==> src/rtl/timer_arb_pkg.sv <==
// timer_arb_pkg: shared types and constants for the timer-bank register arbiter.
//   arb_state_t    - arbiter FSM state encoding
//   DEF_ADDR_W/DW  - default register address / data widths
//   REG_*          - per-timer register offsets inside the bank
//   TIMER_SEL_BIT  - address bit selecting which timer a register belongs to
package timer_arb_pkg;

    typedef enum logic [1:0] {
        IDLE  = 2'd0,
        ISSUE = 2'd1,
        RESP  = 2'd2
    } arb_state_t;

    localparam int DEF_ADDR_W = 4;
    localparam int DEF_DATA_W = 32;

    localparam logic [1:0] REG_CTRL     = 2'd0;
    localparam logic [1:0] REG_COUNT    = 2'd1;
    localparam logic [1:0] REG_MATCH    = 2'd2;
    localparam logic [1:0] REG_PRESCALE = 2'd3;

    localparam int TIMER_SEL_BIT = 2;

endpackage

==> src/rtl/rr_arbiter.sv <==
// rr_arbiter: combinational round-robin pick.
// Ports:
//   req        in   NUM_REQ  request vector
//   last       in   2        index of the previous winner
//   last_valid in   1        0 until a first winner exists; search then starts at 0
//   grant      out  NUM_REQ  one-hot winner (zero when nothing requests)
//   grant_idx  out  2        encoded winner index
//   any        out  1        at least one request present
module rr_arbiter #(
    parameter int NUM_REQ = 2
) (
    input  logic [NUM_REQ-1:0] req,
    input  logic [1:0]         last,
    input  logic               last_valid,
    output logic [NUM_REQ-1:0] grant,
    output logic [1:0]         grant_idx,
    output logic               any
);

    always_comb begin
        int start;
        int j;
        grant     = '0;
        grant_idx = '0;
        any       = 1'b0;
        start     = last_valid ? (int'(last) + 1) : 0;
        for (int i = 0; i < NUM_REQ; i++) begin
            j = start + i;
            if (j >= NUM_REQ) j = j - NUM_REQ;
            if (!any && req[j]) begin
                any       = 1'b1;
                grant[j]  = 1'b1;
                grant_idx = 2'(j);
            end
        end
    end

endmodule

==> src/rtl/timer_bank_arbiter.sv <==
// timer_bank_arbiter: serialises per-core register requests onto the single
// register port of the timer bank and returns a one-cycle ack to the winner.
//
// State | meaning
// IDLE  | waiting; picks a round-robin winner and latches its request
// ISSUE | one-cycle strobe to the bank from the latched request
// RESP  | one-cycle ack to the winner, read data passed from the bank
//
// Ports:
//   clk, rst                       clock, synchronous active-high reset
//   req_valid/we/addr/wdata        per-core request (core k at slice k)
//   req_ack/rdata/err              one-hot completion pulse, read data, reject flag
//   own_map                        bit t = owning core of timer t
//   reg_en/we/addr/wdata, reg_rdata timer-bank register port
//   busy, grant_id                 FSM not idle, core being served
//
// Build option: TIMER_ARB_OWNERSHIP_EN rejects accesses by a core that does
// not own the addressed timer (NUM_REQ = 2 only). Without it own_map is
// ignored and req_err is 0.
module timer_bank_arbiter
    import timer_arb_pkg::*;
#(
    parameter int NUM_REQ = 2,
    parameter int ADDR_W  = DEF_ADDR_W,
    parameter int DATA_W  = DEF_DATA_W
) (
    input  logic                      clk,
    input  logic                      rst,
    input  logic [NUM_REQ-1:0]        req_valid,
    input  logic [NUM_REQ-1:0]        req_we,
    input  logic [NUM_REQ*ADDR_W-1:0] req_addr,
    input  logic [NUM_REQ*DATA_W-1:0] req_wdata,
    output logic [NUM_REQ-1:0]        req_ack,
    output logic [DATA_W-1:0]         req_rdata,
    output logic                      req_err,
    input  logic [1:0]                own_map,
    output logic                      reg_en,
    output logic                      reg_we,
    output logic [ADDR_W-1:0]         reg_addr,
    output logic [DATA_W-1:0]         reg_wdata,
    input  logic [DATA_W-1:0]         reg_rdata,
    output logic                      busy,
    output logic [1:0]                grant_id
);

    arb_state_t          state;
    logic [1:0]          ptr;
    logic                ptr_valid;
    logic [NUM_REQ-1:0]  win;
    logic [1:0]          win_idx;
    logic                win_any;
    logic [NUM_REQ-1:0]  lat_grant;
    logic                lat_we;
    logic                lat_deny;
    logic                en_q;
    logic                we_q;
    logic                sel_we;
    logic                sel_deny;
    logic [ADDR_W-1:0]   sel_addr;
    logic [DATA_W-1:0]   sel_wdata;

    rr_arbiter #(.NUM_REQ(NUM_REQ)) u_rr (
        .req        (req_valid),
        .last       (ptr),
        .last_valid (ptr_valid),
        .grant      (win),
        .grant_idx  (win_idx),
        .any        (win_any)
    );

    always_comb begin
        sel_we    = 1'b0;
        sel_addr  = '0;
        sel_wdata = '0;
        for (int k = 0; k < NUM_REQ; k++) begin
            if (win[k]) begin
                sel_we    = req_we[k];
                sel_addr  = req_addr[k*ADDR_W +: ADDR_W];
                sel_wdata = req_wdata[k*DATA_W +: DATA_W];
            end
        end
    end

`ifdef TIMER_ARB_OWNERSHIP_EN
    logic err_q;
    assign sel_deny = (own_map[sel_addr[TIMER_SEL_BIT]] != win_idx[0]);
    assign req_err  = err_q;

    always_ff @(posedge clk) begin
        if (rst) err_q <= 1'b0;
        else     err_q <= (state == ISSUE) && lat_deny;
    end
`else
    logic [1:0] unused_own_map;
    assign unused_own_map = own_map;
    assign sel_deny       = 1'b0;
    assign req_err        = 1'b0;
`endif

    // Strobes are gated by rst so the bank sees them drop in the reset cycle.
    assign reg_en    = en_q & ~rst;
    assign reg_we    = we_q & ~rst;
    assign req_rdata = (|req_ack && !lat_we && !lat_deny) ? reg_rdata : '0;

    always_ff @(posedge clk) begin
        if (rst) begin
            state     <= IDLE;
            ptr       <= '0;
            ptr_valid <= 1'b0;
            lat_grant <= '0;
            lat_we    <= 1'b0;
            lat_deny  <= 1'b0;
            en_q      <= 1'b0;
            we_q      <= 1'b0;
            reg_addr  <= '0;
            reg_wdata <= '0;
            req_ack   <= '0;
            busy      <= 1'b0;
            grant_id  <= '0;
        end else begin
            en_q    <= 1'b0;
            we_q    <= 1'b0;
            req_ack <= '0;
            case (state)
                IDLE: begin
                    if (win_any) begin
                        state     <= ISSUE;
                        busy      <= 1'b1;
                        grant_id  <= win_idx;
                        lat_grant <= win;
                        lat_we    <= sel_we;
                        lat_deny  <= sel_deny;
                        en_q      <= !sel_deny;
                        we_q      <= sel_we && !sel_deny;
                        reg_addr  <= sel_addr;
                        reg_wdata <= sel_wdata;
                    end
                end
                ISSUE: begin
                    state   <= RESP;
                    req_ack <= lat_grant;
                end
                RESP: begin
                    state     <= IDLE;
                    busy      <= 1'b0;
                    ptr       <= grant_id;
                    ptr_valid <= 1'b1;
                end
                default: begin
                    state <= IDLE;
                    busy  <= 1'b0;
                end
            endcase
        end
    end

endmodule
==> config.mk <==
export PLATFORM = sky130hd
export DESIGN_NAME = timer_bank_arbiter
export DESIGN_NICKNAME = d
export VERILOG_FILES = /design/src/rtl/timer_arb_pkg.sv /design/src/rtl/rr_arbiter.sv /design/src/rtl/timer_bank_arbiter.sv
export SDC_FILE = /design/constraint.sdc
export NUM_CORES = 1
export LEC_CHECK = 0
export BUFFER_PORTS_ARGS = -buffer_cell sky130_fd_sc_hd__buf_2
export CORE_AREA = 2 2 82 84
export DETAILED_ROUTE_END_ITERATION = 12
export DIE_AREA = 0 0 84 86
export PLACE_DENSITY = 0.8
export SYNTH_ARGS = -nofsm -noshare
export SYNTH_HDL_FRONTEND = slang
export SYNTH_SLANG_ARGS = --single-unit
==> constraint.sdc <==
create_clock -name clk -period 3.1 [get_ports clk]
set_input_delay 0.31 -clock clk [delete_from_list [all_inputs] [get_ports clk]]
set_output_delay 0.31 -clock clk [all_outputs]
set_load 0.02 [all_outputs]
==> results of run 1 <==
[cell type report]
class	instances	area, um^2	share of cell area
multi-input combinational	165	1335	0.3796
sequential	51	1021	0.2903
timing repair buffer	189	958.4	0.2725
tap	77	96.34	0.02739
clock buffer	5	68.82	0.01957
inverter	5	23.77	0.006759
clock inverter	2	13.76	0.003913
[sequential cells by signal, indices dropped and copies added (netlist names)]
name / cells
grant_id: 2
ptr_valid: 1
req_ack: 2
state: 2
en_q: 1
we_q: 1
lat_grant: 2
reg_wdata: 32
lat_we: 1
reg_addr: 4
ptr: 2
busy: 1
[logic make-up (layout without fill, tap and decap cells)]
group	Yosys count	count (layout)	share of synthesized area
buffers and inverters	27	201	0.05449
AND/OR/NAND/NOR	64	64	0.1473
multiplexers	4	4	0.01615
flip-flops	51	51	0.4117
other	1	1	0.001512
AO/OA/AOI/OAI	92	92	0.3486
adder cells (fa/ha/maj)	4	4	0.02018
[routing by layer]
metal | global-route usage | part of all wire
met2 | 0.3658 | 0.53
met4 | 0.05865 | 0.013
met5 | 0 | 0
met1 | 0.1903 | 0.36
met3 | 0.05871 | 0.096
[cells in the final DEF (no fill, tap or decap), types with 2 or more instances in the layout]
cell	count
and2_1	34
o2bb2ai_1	23
mux2i_1	4
a21oi_1	5
a22oi_1	37
clkbuf_8	5
inv_1	4
clkinv_4	2
buf_4	5
nand2_1	5
o2bb2ai_2	13
nor2b_1	4
o21ai_4	2
a311oi_1	2
nor2_1	14
buf_2	184
a21boi_0	2
nand2b_1	3
ha_1	4
dfxtp_1	51
[worst max path at each step]
stage / slack [ns] / end / cells past startpoint
6_report: 0.58 / reg_wdata[27] / 9
5_1_grt: 0.45 / reg_wdata[27] / 9
4_1_cts: 0.57 / reg_wdata[27] / 9
3_5_place_dp: 0.59 / reg_wdata[27] / 9
3_3_place_gp: 0.71 / reg_wdata[31] / 9
2_1_floorplan: 0.83 / reg_wdata[10] / 9
[worst max-delay path: cells and delay by family (launching register included)]
kind	cells	cell delay (ns)
fa+ha+maj	2	0.55
compound gates	3	0.64
buf+inv	2	0.57
simple gates	2	0.31
flops	1	0.36
[power by group]
group          switching (W)  leakage [nW]  internal [W]  total (W)
clock network       0.000216        0.0440      0.000155   0.000371
registers          0.0000274         0.418      0.000707   0.000735
logic               0.000218          1.30      0.000157   0.000376
total               0.000462          1.76       0.00102    0.00148
[metrics by stage]
step	setup WS [ns]	util	hold slack (ns)	power, W	cell area [um^2]
5_1_grt	0.4476	0.5603	0.1911	0.001559	3517
6_report	0.5845	0.5603	0.2038	0.001481	3517
3_5_place_dp	0.5866	0.5471	0.4391	0.001128	3435
4_1_cts	0.5698	0.5603	0.1933	0.001501	3517
3_3_place_gp	0.7080	0.5471	0.4420	0.001117	3435
2_1_floorplan	0.8299	-	0.4177	0.0009726	2480
==> results by group, run 1 <==
Yosys
  • Mean Syn Cell Area: 10.21 um^2
  • Top_reg_cell synth: dfxtp_1
  • Synth area leader: dfxtp_1
  • Distinct cell type count after synthesis: 36
  • Fraction of registers with async set/reset: 0
  • Seq cells post-synth: 51
  • Count of flip-flops with a built-in enable after synthesis: 0
  • Cell types occupying the most area after synthesis: dfxtp_1 (41%), a22oi_1 (11%), and2_1 (8.6%), o2bb2ai_1 (8.1%), o2bb2ai_2 (7.9%)
  • Warnings, synthesis: 0
  • Commonest cells post-synth: dfxtp_1 (51), a22oi_1 (37), and2_1 (34), o2bb2ai_1 (23)
  • Portion of the post-synthesis area used by sequential elements: 0.4117
  • Share of Yosys cell area claimed by the top area cell type: 0.4117
  • Most repeated cell in the gate-level netlist after synthesis: dfxtp_1
  • Cells after Synth: 243
  • Post-synthesis cell area: 0.002480 mm^2
  • Synthesized net count: 359

Route
  • DRC errors left: 0
  • Final routed wirelength across all metal layers: 7251 um
  • Routed wire length per instance: 14.68 um
  • Average vias per placed instance: 5.156
  • Total iterations of the first detailed-routing run: 4
  • Number of nets with antenna violations after detailed routing: 0
  • Number of violations reported at the end of detailed-routing iteration 0: 115
  • Total number of vias: 2547

Power
  • Leakage power: 1.758 nW
  • Worst supply voltage drop on vdd: 0.0003271 V
  • Power Density: 421.2 mW/mm^2

Global routing
  • Overall track demand over capacity in global routing: 0.1878
  • Global-route wire length before repair: 11030 um
  • Initial antenna violation count: 0
  • Number of global-route vias before repair: 2414
  • Gr ovfl total: 0
  • Largest net degree at the start of global routing: 41

Timing
  • Share of the cycle needed by the critical path after routing: 0.8114
  • Final Hold Violating Endpoints: 0
  • Max-slew headroom at the worst pin: 0.4491
  • Final-report max-slew violation count: 0
  • Final setup violation count: 0
  • Slew at the pin with the worst max-slew slack: 0.8190 ns
  • Setup repair after global routing missed its margin: false
  • Setup skew after layout: 0.01064 ns
  • Achievable frequency: 0.3975 GHz
  • Tmin final: 2.515 ns
  • Setup Total Neg Slack: 0 ns

Floorplan
  • Cell Rows: 29
  • Width of the die: 84 um
  • Die height: 86 um
  • Overall die area: 0.007224 mm^2
  • Initial core utilization: 0.3951
  • Io pins: 188
  • Core ar.: 0.006277 mm^2

Setup path
  • Top fanout value on the critical path: 36
  • CP Capture Type: register
  • Master of the slowest instance on the critical path: buf_4
  • Critical Path Start Type: register
  • Worst r2r path cells: 9
  • Sequence of cells on the critical path: ha_1, nand2_1, inv_1, ha_1, and3b_1, o2111ai_4, a2111oi_4, buf_4, o2bb2ai_1
  • Reg-to-Reg Start: ptr[0]
  • Highest cell delay on the worst timing path: 0.44 ns
  • Worst EP required: 3.33 ns
  • Most used cell along the critical path: ha_1
  • Worst reg2reg path endpoint: reg_wdata[27]
  • Register-to-register setup slack: 0.58 ns
  • Critical path origin: ptr[0]
  • Type of the worst setup path: register to register
  • Arrival time at the worst endpoint: 2.74 ns

Place
  • Weighted congestion reported at the end of routability-driven placement: 0.8491
  • PortBufs: 184
  • Number of cells in the design after placement: 487
  • Detailed placement HPWL: 5579 um

Layout
  • Fraction of layout instances using a drive strength above 1: 0.5204
  • Number of nets in the layout: 533
  • Number of inserted filler cells in the final layout: 561
  • Final antenna diode count: 0
  • Non-filler cells, final: 494
  • Syn-to-layout area delta: 41.83%

CTS
  • Number of buffers on the longest clock path: 2
  • TritonCTS buffer count: 5
  • Clock Root Buffer: clkbuf_8
  • Hold buffer count at cts: 0
  • Total setup buffers inserted after CTS: 0
  • Number of clock sinks: 51
  • Gates resized, CTS repair: 0
  • H-tree Lvls: 2
  • CTS tree: yes
  • Later-pin clock latency in the skew report: 0.30 ns
  • Clock edge transition at the registers on the reported setup and hold paths: 0.10 ns

Worst hold path
  • Endpoint, Worst Hold: reg_wdata[12]
  • Cell depth of the worst hold path: 2
  • Origin of the worst min-delay path: req_wdata[12]
  • Min-Delay Path Class: primary input to register

Run
  • MaxCap Viol Count: 0

Status
  • Status: complete, no violations
Power figures use the tool's default switching activity.
==> run 2: changes to the inputs <==
- clock period: 3.1 -> 2.5 ns (I/O delays scaled with it)
==> results by group, run 2 (synthesized netlist as in run 1, its figures left out) <==
Timing
  • Final Hold Violating Endpoints: 0 (unchanged)
  • Final-report max-slew violation count: 0 (unchanged)
  • Tightest hold margin: 0.1492 ns (was 0.2038 ns)
  • Setup repair after global routing missed its margin: false (unchanged)
  • Share of the cycle needed by the critical path after routing: 0.9459 (was 0.8114)
  • Max-slew headroom at the worst pin: 0.5056 (was 0.4491)
  • Post-route setup slack: 0.1352 ns (was 0.5845 ns)
  • Setup Total Neg Slack: 0 ns (unchanged)
  • Achievable frequency: 0.4229 GHz (was 0.3975 GHz)
  • Setup skew after layout: 0.008896 ns (was 0.01064 ns)
  • Final setup violation count: 0 (unchanged)
  • Slew at the pin with the worst max-slew slack: 0.7350 ns (was 0.8190 ns)
  • Tmin final: 2.365 ns (was 2.515 ns)

Layout
  • Final antenna diode count: 0 (unchanged)
  • Leading registers by flop count: reg_wdata x32, reg_addr x4 (unchanged)
  • Area of the multi-input gates: 0.001338 mm^2 (was 0.001335 mm^2)
  • Number of inserted filler cells in the final layout: 557 (was 561)
  • Number of flip-flops in the largest register: 32 (unchanged)
  • Number of nets in the layout: 538 (was 533)
  • Fraction of layout instances using a drive strength above 1: 0.5284 (was 0.5204)
  • Biggest register: reg_wdata (unchanged)
  • Commonest cells after routing, fill and taps aside: buf_2 (184), dfxtp_1 (51), a22oi_1 (37), and2_1 (34), o2bb2ai_1 (23) (unchanged)
  • Area of all sequential standard cells: 0.001021 mm^2 (unchanged)
  • Final Cell Area: 0.003598 mm^2 (was 0.003517 mm^2)
  • Non-filler cells, final: 499 (was 494)
  • Syn-to-layout area delta: 45.11% (was 41.83%)
  • Most common library cell in the layout ignoring fill and taps: buf_2 (unchanged)

Power
  • Share of power burned in combinational logic: 0.247 (was 0.254)
  • Sequential group share of total power: 0.471 (was 0.496)
  • Power Density: 537.7 mW/mm^2 (was 421.2 mW/mm^2)
  • Fraction of power consumed by the clock network: 0.282 (was 0.251)
  • Switching power as a share of total power: 0.2889 (was 0.3120)
  • Leakage power: 1.792 nW (was 1.758 nW)
  • Worst supply voltage drop on vdd: 0.0003241 V (was 0.0003271 V)
  • Internal power component: 0.001376 W (was 0.001019 W)
  • Switching Power: 0.0005588 W (was 0.0004621 W)

Route
  • Routed wire length per instance: 14.57 um (was 14.68 um)
  • DRC errors left: 0 (unchanged)
  • Final routed wirelength across all metal layers: 7272 um (was 7251 um)
  • Total iterations of the first detailed-routing run: 4 (unchanged)
  • Number of nets with antenna violations after detailed routing: 0 (unchanged)
  • Number of violations reported at the end of detailed-routing iteration 0: 107 (was 115)
  • Average vias per placed instance: 5.106 (was 5.156)
  • Total number of vias: 2548 (was 2547)

Status
  • Status: complete, no violations (unchanged)

Floorplan
  • Core ar.: 0.006277 mm^2 (unchanged)
  • Width of the die: 84 um (unchanged)
  • Overall die area: 0.007224 mm^2 (unchanged)
  • Io pins: 188 (unchanged)
  • Initial core utilization: 0.3951 (unchanged)
  • Die height: 86 um (unchanged)
  • Cell Rows: 29 (unchanged)

Place
  • Post-placement setup slack: 0.1866 ns (was 0.5866 ns)
  • Weighted congestion reported at the end of routability-driven placement: 0.8692 (was 0.8491)
  • Area of placed instances: 0.003462 mm^2 (was 0.003435 mm^2)
  • Number of cells in the design after placement: 489 (was 487)
  • PortBufs: 184 (unchanged)
  • Detailed placement HPWL: 5501 um (was 5579 um)

Global routing
  • Overall track demand over capacity in global routing: 0.1851 (was 0.1878)
  • Initial antenna violation count: 0 (unchanged)
  • Gr ovfl total: 0 (unchanged)
  • Number of global-route vias before repair: 2437 (was 2414)
  • Global-route wire length before repair: 10890 um (was 11030 um)
  • Largest net degree at the start of global routing: 37 (was 41)

Setup path
  • Highest cell delay on the worst timing path: 0.35 ns (was 0.44 ns)
  • Crit-path leading delay family: compound AO/OA/AOI/OAI gates (unchanged)
  • Arrival time at the worst endpoint: 2.60 ns (was 2.74 ns)
  • Worst reg2reg path endpoint: reg_wdata[26] (was reg_wdata[27])
  • Top fanout value on the critical path: 9 (was 36)
  • Master of the slowest instance on the critical path: a2111oi_4 (was buf_4)
  • CP Capture Type: register (unchanged)
  • Sequence of cells on the critical path: ha_1, nand2_1, inv_2, ha_2, and3b_1, o2111ai_4, a2111oi_4, buf_4, buf_4, o2bb2ai_1 (was ha_1, nand2_1, inv_1, ha_1, and3b_1, o2111ai_4, a2111oi_4, buf_4, o2bb2ai_1)
  • Register-to-register setup slack: 0.14 ns (was 0.58 ns)
  • Worst EP required: 2.73 ns (was 3.33 ns)
  • Reg-to-Reg Start: ptr[0] (unchanged)
  • Number of buffers and inverters on the critical path: 3 (was 2)
  • Worst r2r path cells: 10 (was 9)
  • Critical Path Start Type: register (unchanged)
  • Most used cell along the critical path: buf_4 (was ha_1)
  • Type of the worst setup path: register to register (unchanged)

CTS
  • TritonCTS buffer count: 5 (unchanged)
  • Later-pin clock latency in the skew report: 0.29 ns (was 0.30 ns)
  • Clock edge transition at the registers on the reported setup and hold paths: 0.09 ns (was 0.10 ns)
  • Number of clock sinks: 51 (unchanged)
  • CTS tree: yes (unchanged)
  • Number of buffers on the longest clock path: 2 (unchanged)
  • H-tree Lvls: 2 (unchanged)
  • Clock Root Buffer: clkbuf_8 (unchanged)

Worst hold path
  • Min-Delay Path Class: primary input to register (unchanged)
  • Origin of the worst min-delay path: req_wdata[25] (was req_wdata[12])
  • Endpoint, Worst Hold: reg_wdata[25] (was reg_wdata[12])
  • Cell depth of the worst hold path: 2 (unchanged)

Run
  • MaxCap Viol Count: 0 (unchanged)
## run 2: changes by cell type in the layout (fill, tap and decap cells not counted), sizes merged
cell	change
bufinv	+1
buf	+4
clkbuf	+2
clkinv	-2
## run 2: worst max-delay path by stage
stage	start	depth (start not counted)	slack (ns)	end
3_5_place_dp	ptr[0]	9	0.19	reg_wdata[5]
4_1_cts	ptr[0]	9	0.17	reg_wdata[5]
5_1_grt	ptr[0]	10	0.01	reg_wdata[3]
2_1_floorplan	ptr[0]	9	0.23	reg_wdata[10]
6_report	ptr[0]	10	0.14	reg_wdata[26]
3_3_place_gp	ptr[0]	9	0.27	reg_wdata[31]
## run 2: stage by stage
step | power [W] | util
6_report | 0.001935 | 0.5733
4_1_cts | 0.001952 | 0.5679
3_3_place_gp | 0.001391 | 0.5515
5_1_grt | 0.002038 | 0.5733
2_1_floorplan | 0.001206 | -
3_5_place_dp | 0.001404 | 0.5515
## run 2: final cells by class
class                           instances  area share
Inverter                                5    0.006606
Timing Repair Buffer                  194      0.2827
Clock inverter                          1    0.008345
Sequential cell                        51      0.2837
Tap cell                               77     0.02677
Multi-Input combinational cell        165      0.3717
Clock buffer                            6     0.02017
## run 2: power groups by stage
stage	clock network (W)	registers [W]	logic, W
after floorplan	0	0.000993	0.000213
after global placement	0	0.000928	0.000464
after detailed placement	0	0.000929	0.000475
after CTS	0.000564	0.000912	0.000476
after global routing	0.000601	0.000920	0.000517
final	0.000546	0.000912	0.000477
## run 2: layer usage
layer | track usage | vias up | wire, um
met5 | 0 | - | 0
met4 | 0.06012 | 0 | 97
met3 | 0.04139 | 7 | 573
met2 | 0.3564 | 132 | 3857
met1 | 0.2002 | 1160 | 2744
li1 | - | 1249 | -
## run 2: what timing repair did
| action | CTS | global route |
|---|---|---|
| hold buffers | 0 | 0 |
| endpoints found under the setup margin | 0 | 5 |
| resized for setup | 0 | 5 |
| buffers inserted | 0 | 1 |
